## src/rtl/mem_arbiter_pkg.sv

```systemverilog
`default_nettype none
// ============================================================================
// mem_arbiter_pkg : shared sizes, state encoding and address helper for the
//                   main-memory arbiter.
// Revision        : 1.0
// ============================================================================
package mem_arbiter_pkg;

  localparam int BLOCK_WORDS = 8;
  localparam int MEM_LATENCY = 4;
  localparam int CTR_W       = $clog2(BLOCK_WORDS);

  localparam logic [15:0] BLOCK_MASK = 16'hFFF0;

  typedef enum logic [1:0] {
    ST_IDLE    = 2'd0,
    ST_D_FILL  = 2'd1,
    ST_D_WRITE = 2'd2,
    ST_I_FILL  = 2'd3
  } arb_state_e;

  // Byte address of word idx inside the block at base (16-bit words).
  function automatic logic [15:0] word_addr(input logic [15:0]      base,
                                            input logic [CTR_W-1:0] idx);
    return base | {{(16-CTR_W-1){1'b0}}, idx, 1'b0};
  endfunction

endpackage
`default_nettype wire

```

## src/rtl/mem_arbiter_block_fill_ctr.sv

```systemverilog
`default_nettype none
// ============================================================================
// mem_arbiter_block_fill_ctr : issue / receive word counters for one block
//                              fill, cleared on each new grant.
// Revision                   : 1.0
// ============================================================================
module mem_arbiter_block_fill_ctr
  import mem_arbiter_pkg::*;
(
  input  logic             clk,
  input  logic             rst,
  input  logic             clr_i,
  input  logic             issue_i,
  input  logic             recv_i,
  output logic [CTR_W-1:0] issue_idx_o,
  output logic [CTR_W-1:0] recv_idx_o,
  output logic             issue_busy_o,
  output logic             last_recv_o
);

  localparam logic [CTR_W-1:0] LAST_IDX = CTR_W'(BLOCK_WORDS - 1);

  logic [CTR_W-1:0] issue_q, issue_d;
  logic [CTR_W-1:0] recv_q,  recv_d;
  logic             issued_all_q, issued_all_d;

  // The issue counter wraps to 0 after the last word; issued_all keeps it
  // from starting a second pass over the block.
  always_comb begin
    issue_d      = issue_q;
    recv_d       = recv_q;
    issued_all_d = issued_all_q;
    if (clr_i) begin
      issue_d      = '0;
      recv_d       = '0;
      issued_all_d = 1'b0;
    end else begin
      if (issue_i && !issued_all_q) begin
        issue_d = issue_q + CTR_W'(1);
        if (issue_q == LAST_IDX) issued_all_d = 1'b1;
      end
      if (recv_i) recv_d = recv_q + CTR_W'(1);
    end
  end

  always_ff @(posedge clk) begin
    if (rst) begin
      issue_q      <= '0;
      recv_q       <= '0;
      issued_all_q <= 1'b0;
    end else begin
      issue_q      <= issue_d;
      recv_q       <= recv_d;
      issued_all_q <= issued_all_d;
    end
  end

  assign issue_idx_o  = issue_q;
  assign recv_idx_o   = recv_q;
  assign issue_busy_o = !issued_all_q;
  assign last_recv_o  = (recv_q == LAST_IDX);

endmodule
`default_nettype wire

```

## src/rtl/mem_arbiter.sv

```systemverilog
`default_nettype none
// ============================================================================
// mem_arbiter : shares one pipelined main memory between I-cache fills,
//               D-cache fills and D-side write-through stores.
// Revision    : 1.0
// ============================================================================
module mem_arbiter
  import mem_arbiter_pkg::*;
(
  input  logic        clk,
  input  logic        rst,
  input  logic        i_miss,
  input  logic [15:0] i_miss_addr,
  output logic        i_fill_valid,
  output logic [2:0]  i_fill_idx,
  output logic [15:0] i_fill_data,
  output logic        i_fill_done,
  input  logic        d_miss,
  input  logic [15:0] d_miss_addr,
  output logic        d_fill_valid,
  output logic [2:0]  d_fill_idx,
  output logic [15:0] d_fill_data,
  output logic        d_fill_done,
  input  logic        d_wr_req,
  input  logic [15:0] d_wr_addr,
  input  logic [15:0] d_wr_data,
  output logic        d_wr_ack,
  output logic        mem_en,
  output logic        mem_wr,
  output logic [15:0] mem_addr,
  output logic [15:0] mem_wdata,
  input  logic [15:0] mem_rdata,
  input  logic        mem_data_valid
);

  arb_state_e       state_q, state_d;
  logic [15:0]      base_q, base_d;
  logic             ctr_clr, issue_go, recv_go;
  logic [CTR_W-1:0] issue_idx, recv_idx;
  logic             issue_busy, last_recv;

  mem_arbiter_block_fill_ctr u_fill_ctr (
    .clk          (clk),
    .rst          (rst),
    .clr_i        (ctr_clr),
    .issue_i      (issue_go),
    .recv_i       (recv_go),
    .issue_idx_o  (issue_idx),
    .recv_idx_o   (recv_idx),
    .issue_busy_o (issue_busy),
    .last_recv_o  (last_recv)
  );

  // Requests are only looked at in IDLE; the grant is held to block end.
  always_comb begin
    state_d = state_q;
    base_d  = base_q;
    ctr_clr = 1'b0;
    case (state_q)
      ST_IDLE: begin
        if (d_miss) begin
          state_d = ST_D_FILL;
          base_d  = d_miss_addr & BLOCK_MASK;
          ctr_clr = 1'b1;
        end else if (d_wr_req) begin
          state_d = ST_D_WRITE;
        end else if (i_miss) begin
          state_d = ST_I_FILL;
          base_d  = i_miss_addr & BLOCK_MASK;
          ctr_clr = 1'b1;
        end
      end
      ST_D_FILL, ST_I_FILL: begin
        if (recv_go && last_recv) state_d = ST_IDLE;
      end
      ST_D_WRITE: state_d = ST_IDLE;
      default:    state_d = ST_IDLE;
    endcase
  end

  always_ff @(posedge clk) begin
    if (rst) begin
      state_q <= ST_IDLE;
      base_q  <= '0;
    end else begin
      state_q <= state_d;
      base_q  <= base_d;
    end
  end

  always_comb begin
    i_fill_valid = 1'b0;
    i_fill_idx   = '0;
    i_fill_data  = '0;
    i_fill_done  = 1'b0;
    d_fill_valid = 1'b0;
    d_fill_idx   = '0;
    d_fill_data  = '0;
    d_fill_done  = 1'b0;
    d_wr_ack     = 1'b0;
    mem_en       = 1'b0;
    mem_wr       = 1'b0;
    mem_addr     = '0;
    mem_wdata    = '0;
    issue_go     = 1'b0;
    recv_go      = 1'b0;
    case (state_q)
      ST_D_FILL, ST_I_FILL: begin
        if (issue_busy) begin
          mem_en   = 1'b1;
          mem_addr = word_addr(base_q, issue_idx);
          issue_go = 1'b1;
        end
        // Returned words pass straight through to the granted cache.
        if (mem_data_valid) begin
          recv_go = 1'b1;
          if (state_q == ST_D_FILL) begin
            d_fill_valid = 1'b1;
            d_fill_idx   = recv_idx;
            d_fill_data  = mem_rdata;
            d_fill_done  = last_recv;
          end else begin
            i_fill_valid = 1'b1;
            i_fill_idx   = recv_idx;
            i_fill_data  = mem_rdata;
            i_fill_done  = last_recv;
          end
        end
      end
      ST_D_WRITE: begin
        mem_en    = 1'b1;
        mem_wr    = 1'b1;
        mem_addr  = d_wr_addr;
        mem_wdata = d_wr_data;
        d_wr_ack  = 1'b1;
      end
      default: ;
    endcase
  end

endmodule
`default_nettype wire

```

## config.mk

```make
export PLATFORM = sky130hd
export DESIGN_NAME = mem_arbiter
export DESIGN_NICKNAME = d
export VERILOG_FILES = /design/src/rtl/mem_arbiter_pkg.sv /design/src/rtl/mem_arbiter_block_fill_ctr.sv /design/src/rtl/mem_arbiter.sv
export SDC_FILE = /design/constraint.sdc
export NUM_CORES = 1
export LEC_CHECK = 0
export ABC_AREA = 1
export BUFFER_PORTS_ARGS = -buffer_cell sky130_fd_sc_hd__buf_4
export CORE_ASPECT_RATIO = 0.9
export CORE_MARGIN = 2
export CORE_UTILIZATION = 40
export CTS_CLUSTER_SIZE = 8
export DETAILED_ROUTE_END_ITERATION = 7
export GPL_TIMING_DRIVEN = 0
export PLACE_DENSITY = 0.86
export SETUP_SLACK_MARGIN = 0.15
export SYNTH_ARGS = -nofsm -noshare
export SYNTH_HDL_FRONTEND = slang
export SYNTH_HIERARCHICAL = 1
export SYNTH_SLANG_ARGS = --single-unit
```

## constraint.sdc

```tcl
create_clock -name clk -period 1.9 [get_ports clk]
set_input_delay 0 -clock clk [delete_from_list [all_inputs] [get_ports clk]]
set_output_delay 0 -clock clk [all_outputs]
set_load 0.005 [all_outputs]
```

# [After elaboration in Yosys (flattened, before gate mapping)]
# Index checks and enable logic that the tools add are counted.
[classes] eq_ne=8 add_sub_neg=2 n_reduce_logical=10 muxes=45 n_bitwise=1
[ops] cell="2-to-1 mux 16 bit" n=11
[ops] cell="one-hot mux 16 bit (2 select lines)" n=1
[ops] cell="2-to-1 mux 1 bit" n=21
[ops] cell="2-to-1 mux 3 bit" n=6
[ops] cell="OR 16 x 4 -> 16 bit" n=1
[ops] cell="2-to-1 mux 2 bit" n=4
[ops] cell="adder 3 x 1 -> 3 bit, second input constant" n=2
[ops] cell="== test 3 bit, second input constant" n=2
[ops] cell="one-hot mux 2 bit (3 select lines)" n=1
[ops] cell="== test 2 bit, second input constant" n=2
[ops] cell="!= test 2 bit, second input constant" n=2
[ops] cell="!= test 4 bit, second input constant" n=1
[ops] cell="AND reduction 2 bit" n=2
[ops] cell="OR reduction 2 bit" n=2
[ops] cell="AND reduction 3 bit" n=1
[ops] cell="== test 2 x 1 -> 1 bit, second input constant" n=1
[ops] cell="logical AND 1 bit" n=2
[ops] cell="logical NOT 2 bit" n=1
[ops] cell="one-hot mux 1 bit (2 select lines)" n=1
[ops] cell="nonzero test 2 bit" n=1
[ops] cell="logical NOT 1 bit" n=1
[word_totals] inputBits=86 output_inout_bits=77 wordCells=71 regBits=25

# [Logic depth before layout (Yosys ltp)]
[depth] word_depth=6 ltp_mapped=8 ltp_nobuf=7

# [Modules after synthesis]
# Netlist, hierarchy kept.
[by_module_without_submodules] mod="mem_arbiter" seq_area_each_um2=280.3 n_inst=1 cells_each=273 area_per_inst_um2=1412.6
[by_module_without_submodules] mod="mem_arbiter_block_fill_ctr" seq_area_each_um2=140.1 n_inst=1 cells_each=43 area_per_inst_um2=331.6

# [Worst setup path after synthesis]
# Ideal clock, no wire load.
[synth_path] kind="register to register" from="register state_q[0]" to="register u_fill_ctr.recv_q[1] (netlist: u_fill_ctr/recv_idx_o[1])" setup_slack_ps=655 n_path_buf=1 t_arrival_ps=1175 required_time_ps=1830 path_stages_with_launch=8 setup_time_ps=70 path_cell_list="dfxtp_1 > nor2_2 > nand3_4 > buf_4 > inv_1 > nor2_2 > inv_2 > a21oi_1"
[synth_between] elab_chain_cells=3
[synth_rtl] element="start: declaration" line="mem_arbiter.sv:36" text="arb_state_e state_q, state_d;"
[synth_rtl] element="start signal: assignment" line="mem_arbiter.sv:86" text="state_q <= state_d;"
[synth_rtl] element="logical NOT 2 bit" line="mem_arbiter.sv:59" text="case (state_q)"
[synth_rtl] element="2-to-1 mux 1 bit" line="mem_arbiter.sv:59"
[synth_rtl] element="named net ctr_clr" line="mem_arbiter.sv:38" text="logic ctr_clr, issue_go, recv_go;"
[synth_rtl] element="OR reduction 2 bit (no line)"
[synth_rtl] element="end signal: assignment" line="mem_arbiter_block_fill_ctr.sv:53" text="recv_q <= recv_d;"
[synth_rtl] element="end: declaration" line="mem_arbiter_block_fill_ctr.sv:24" text="logic [CTR_W-1:0] recv_q, recv_d;"
# The timed path passes the listed nets, and every way through them passes these cells.
# A chain may end at the register's enable or synchronous reset.

# [Final worst setup path]
[layout_path] from="register state_q[0]" to="output mem_addr[8]"
[layout_between] elab_chain_cells=3
[layout_rtl] element="== test 2 x 1 -> 1 bit / == test 2 bit (equally long branches)" line="mem_arbiter.sv:107" text="case (state_q)"
[layout_rtl] element="OR reduction 2 bit" line="mem_arbiter.sv:107"
[layout_rtl] element="one-hot mux 16 bit (2 select lines) (*)" line="mem_arbiter.sv:107"
[layout_rtl] element="end: declaration" line="mem_arbiter.sv:30" text="output logic [15:0] mem_addr,"
# Every way passes the cells marked *; elsewhere a longest branch is shown, timed or not.

==> impl_results.md <==
* GR Util All Layers at 21.4%
* H-Tree Level Count at 1
* First-pass GRT wire length at 8490 um
* CP startpoint kind: register
* CTS sink cnt at 21
* Grt ovf at 0
* Yosys Warn Count at 6
* Final setup fails at 0
* Ports at 163
* GPL Wtd Cong at 0.833
* Tcrit/Tclk final at 80.5%
* Pwr per Cell Area at 497 nW/um^2
* Worst Hold Class: input pin to register
* Max Cap Viol at 0
* Leak Pwr at 1.84 nW
* Layout Cells excl Fill at 523
* Area fraction of the dominant cell type after synthesis at 24.1%
* N_diodes at 0
* Port-buffer cells at 154
* # rows at 22
* CTS tree: built
* Synth Area per Inst at 5.52 sq um
* Worst-Skew Late Latency at 260 ps
* Final hold violations at 0
* Final design utilization at 73.0%
* Cells taking the most area after synthesis: dfxtp_1, nand2_1, nor2_1
* Die Y at 66.6 um
* F_max at 0.654 GHz
* Die width at 73.6 um
* Number of CTS-inserted buffers at 3
* Core Area at 4130 sq um
* Syn_nets at 406
* Crit path arrival time at 1530 ps
* Synth Register Bits at 21
* Post-route antenna net violation count at 0
* Slew Viols, Final at 0
* Cells after synthesis at 316
* DIE AREA at 4910 sq um
* PostCTS Resize Cnt at 0
* CP max stage cell: dfxtp_1
* CP required at 1900 ps
* Maximum VDD drop at 0.451 mV
* Slew HR at 69.8%
* Vias per cell at 4.41
* DRC viols at 0
* WL/cell at 10.8 um
* Crit-path cells: nand2_1 > clkbuf_1 > o21ai_0 > buf_4
* Setup TNS at 0 ps
* Placed Cells at 518
* Clock buffer depth at 2
* Area growth syn-to-layout at 72.9%
* Vias in the first global route at 1954
* Outcome: finished clean
* Root Driver: clkbuf_8
* Tightest Pin Transition at 453 ps
* Post-detail-place hpwl at 4770 um
* Total routed wirelength at 5650 um
* CP max FO at 10
* Final Critical Period at 1530 ps
* Initial DRT Pass Iterations at 4
* Starting Density at 42.2%
* Max incr delay on CP at 490 ps
* FILL cells at 359
* Clk_skew at 1.88 ps
* Initial antenna violation count at 0
* Sequential fraction of the synthesis area at 24.1%
* Synth cell types at 20
* CP Capture Type: primary output
* RSZ-0062 raised after global routing: no
* Mapped Area at 1740 sq um
* Initial DRC Count at 89
* Share of cells above drive strength 1 at 40.8%
* Worst-path clk slew at 70 ps
* Kind of critical path: register to primary output
* Synth area leader: dfxtp_1
* Nets at 566
* Pin count of the biggest net entering global routing at 12
* Via count at 2307
stage by stage:
stage | hold slack [ps] | instance area, sq um | setup slack, ps | power (mW)
2_1_floorplan | 69.1 | 1740 | 655 | 0.880
3_3_place_gp | 184 | 2960 | 442 | 1.21
3_5_place_dp | 190 | 2960 | 414 | 1.22
4_1_cts | 60.9 | 3020 | 355 | 1.51
5_1_grt | 75.2 | 3020 | 196 | 1.61
6_report | 60.1 | 3020 | 371 | 1.50
state kept, by name, indices dropped and copies added, names as in the netlist:
name,count
base_q,12
u_fill_ctr/issue_idx_o,3
u_fill_ctr/recv_idx_o,3
state_q,2
u_fill_ctr/issued_all_q,1
cells by family (layout without fill, tap and decap cells):
| family | count (synthesis) | in the layout | share of synthesized area [%] |
|---|---|---|---|
| buffers and inverters | 79 | 238 | 20.3 |
| AO/OA/AOI/OAI | 19 | 19 | 6.10 |
| XOR/XNOR | 1 | 1 | 0.502 |
| adder cells (fa/ha/maj) | 4 | 4 | 2.87 |
| AND/OR/NAND/NOR | 192 | 192 | 46.1 |
| flip-flops | 21 | 21 | 24.1 |
power by group:
group	total, mW	leakage [nW]	switching, mW	internal (mW)
Sequential	0.519	0.173	0.0296	0.489
Combinational	0.693	1.64	0.339	0.354
Clock	0.287	0.0228	0.138	0.149
final cells by class:
class / instances / area, sq um / area share (%)
buffer: 12 / 100 / 3.32
inverter: 67 / 254 / 8.42
timing repair buffer: 155 / 1170 / 38.7
multi-input combinational: 216 / 970 / 32.2
clock buffer: 4 / 45.0 / 1.49
tap: 48 / 60.1 / 1.99
sequential: 21 / 420 / 13.9
placed cells by master, fill, tap and decap left out:
cell           instances
clkbuf_8               3
inv_2                  6
nand3_4                1
nor2_2                15
nand3_1                6
buf_2                  2
dlygate4sd3_1          1
ha_1                   4
a22o_1                 3
xnor2_1                1
nor2_1                78
nor2_4                 3
nand2_1               88
buf_6                  6
clkbuf_1               3
buf_4                156
a21oi_1                4
inv_1                 60
o21ai_0               12
dfxtp_1               21
nand2_2                1
inv_4                  1
layer usage:
layer  wire (um)  vias to the layer above  part of all wire, %  global-route usage, %
li1            -                     1226                    -                      -
met1        2220                      994                   39                   25.5
met2        2980                       83                   53                   39.6
met3         398                        4                  7.0                   4.08
met4          50                        0                 0.89                   4.32
met5           0                        -                    0                      0
cell usage after synthesis:
master	number
xnor2_1	1
ha_1	4
inv_2	6
o21ai_0	12
nor2_1	78
inv_1	60
a22o_1	3
buf_4	2
nand3_4	1
buf_2	2
dfxtp_1	21
nor2_2	15
a21oi_1	4
clkbuf_1	2
buf_6	6
nor2_4	3
nand3_1	6
inv_4	1
nand2_2	1
nand2_1	88
final timing paths:
| path | startpoint | cells past startpoint | to | slack (ps) |
|---|---|---|---|---|
| setup / recovery | state_q[0] | 4 | mem_addr[8] | 370 |
| hold / removal | i_miss_addr[7] | 5 | base_q[7] | 60 |
| setup reg to reg | state_q[1] | 7 | u_fill_ctr/recv_idx_o[1] | 410 |
| hold reg to reg | u_fill_ctr/recv_idx_o[2] | 2 | u_fill_ctr/recv_idx_o[2] | 480 |
critical path: cells and delay by family (launching register included):
kind                   cells  cell delay [ps]
AO/OA/AOI/OAI              1              210
buffers and inverters      2              380
AND/OR/NAND/NOR            1              190
flip-flops                 1              490
what timing repair did:
action,CTS,global route
setup endpoints to repair,0,0
hold buffers,1,0
setup buffers,0,0
hold endpoints to repair,1,0
No activity file was read; power rests on OpenSTA's default activity.
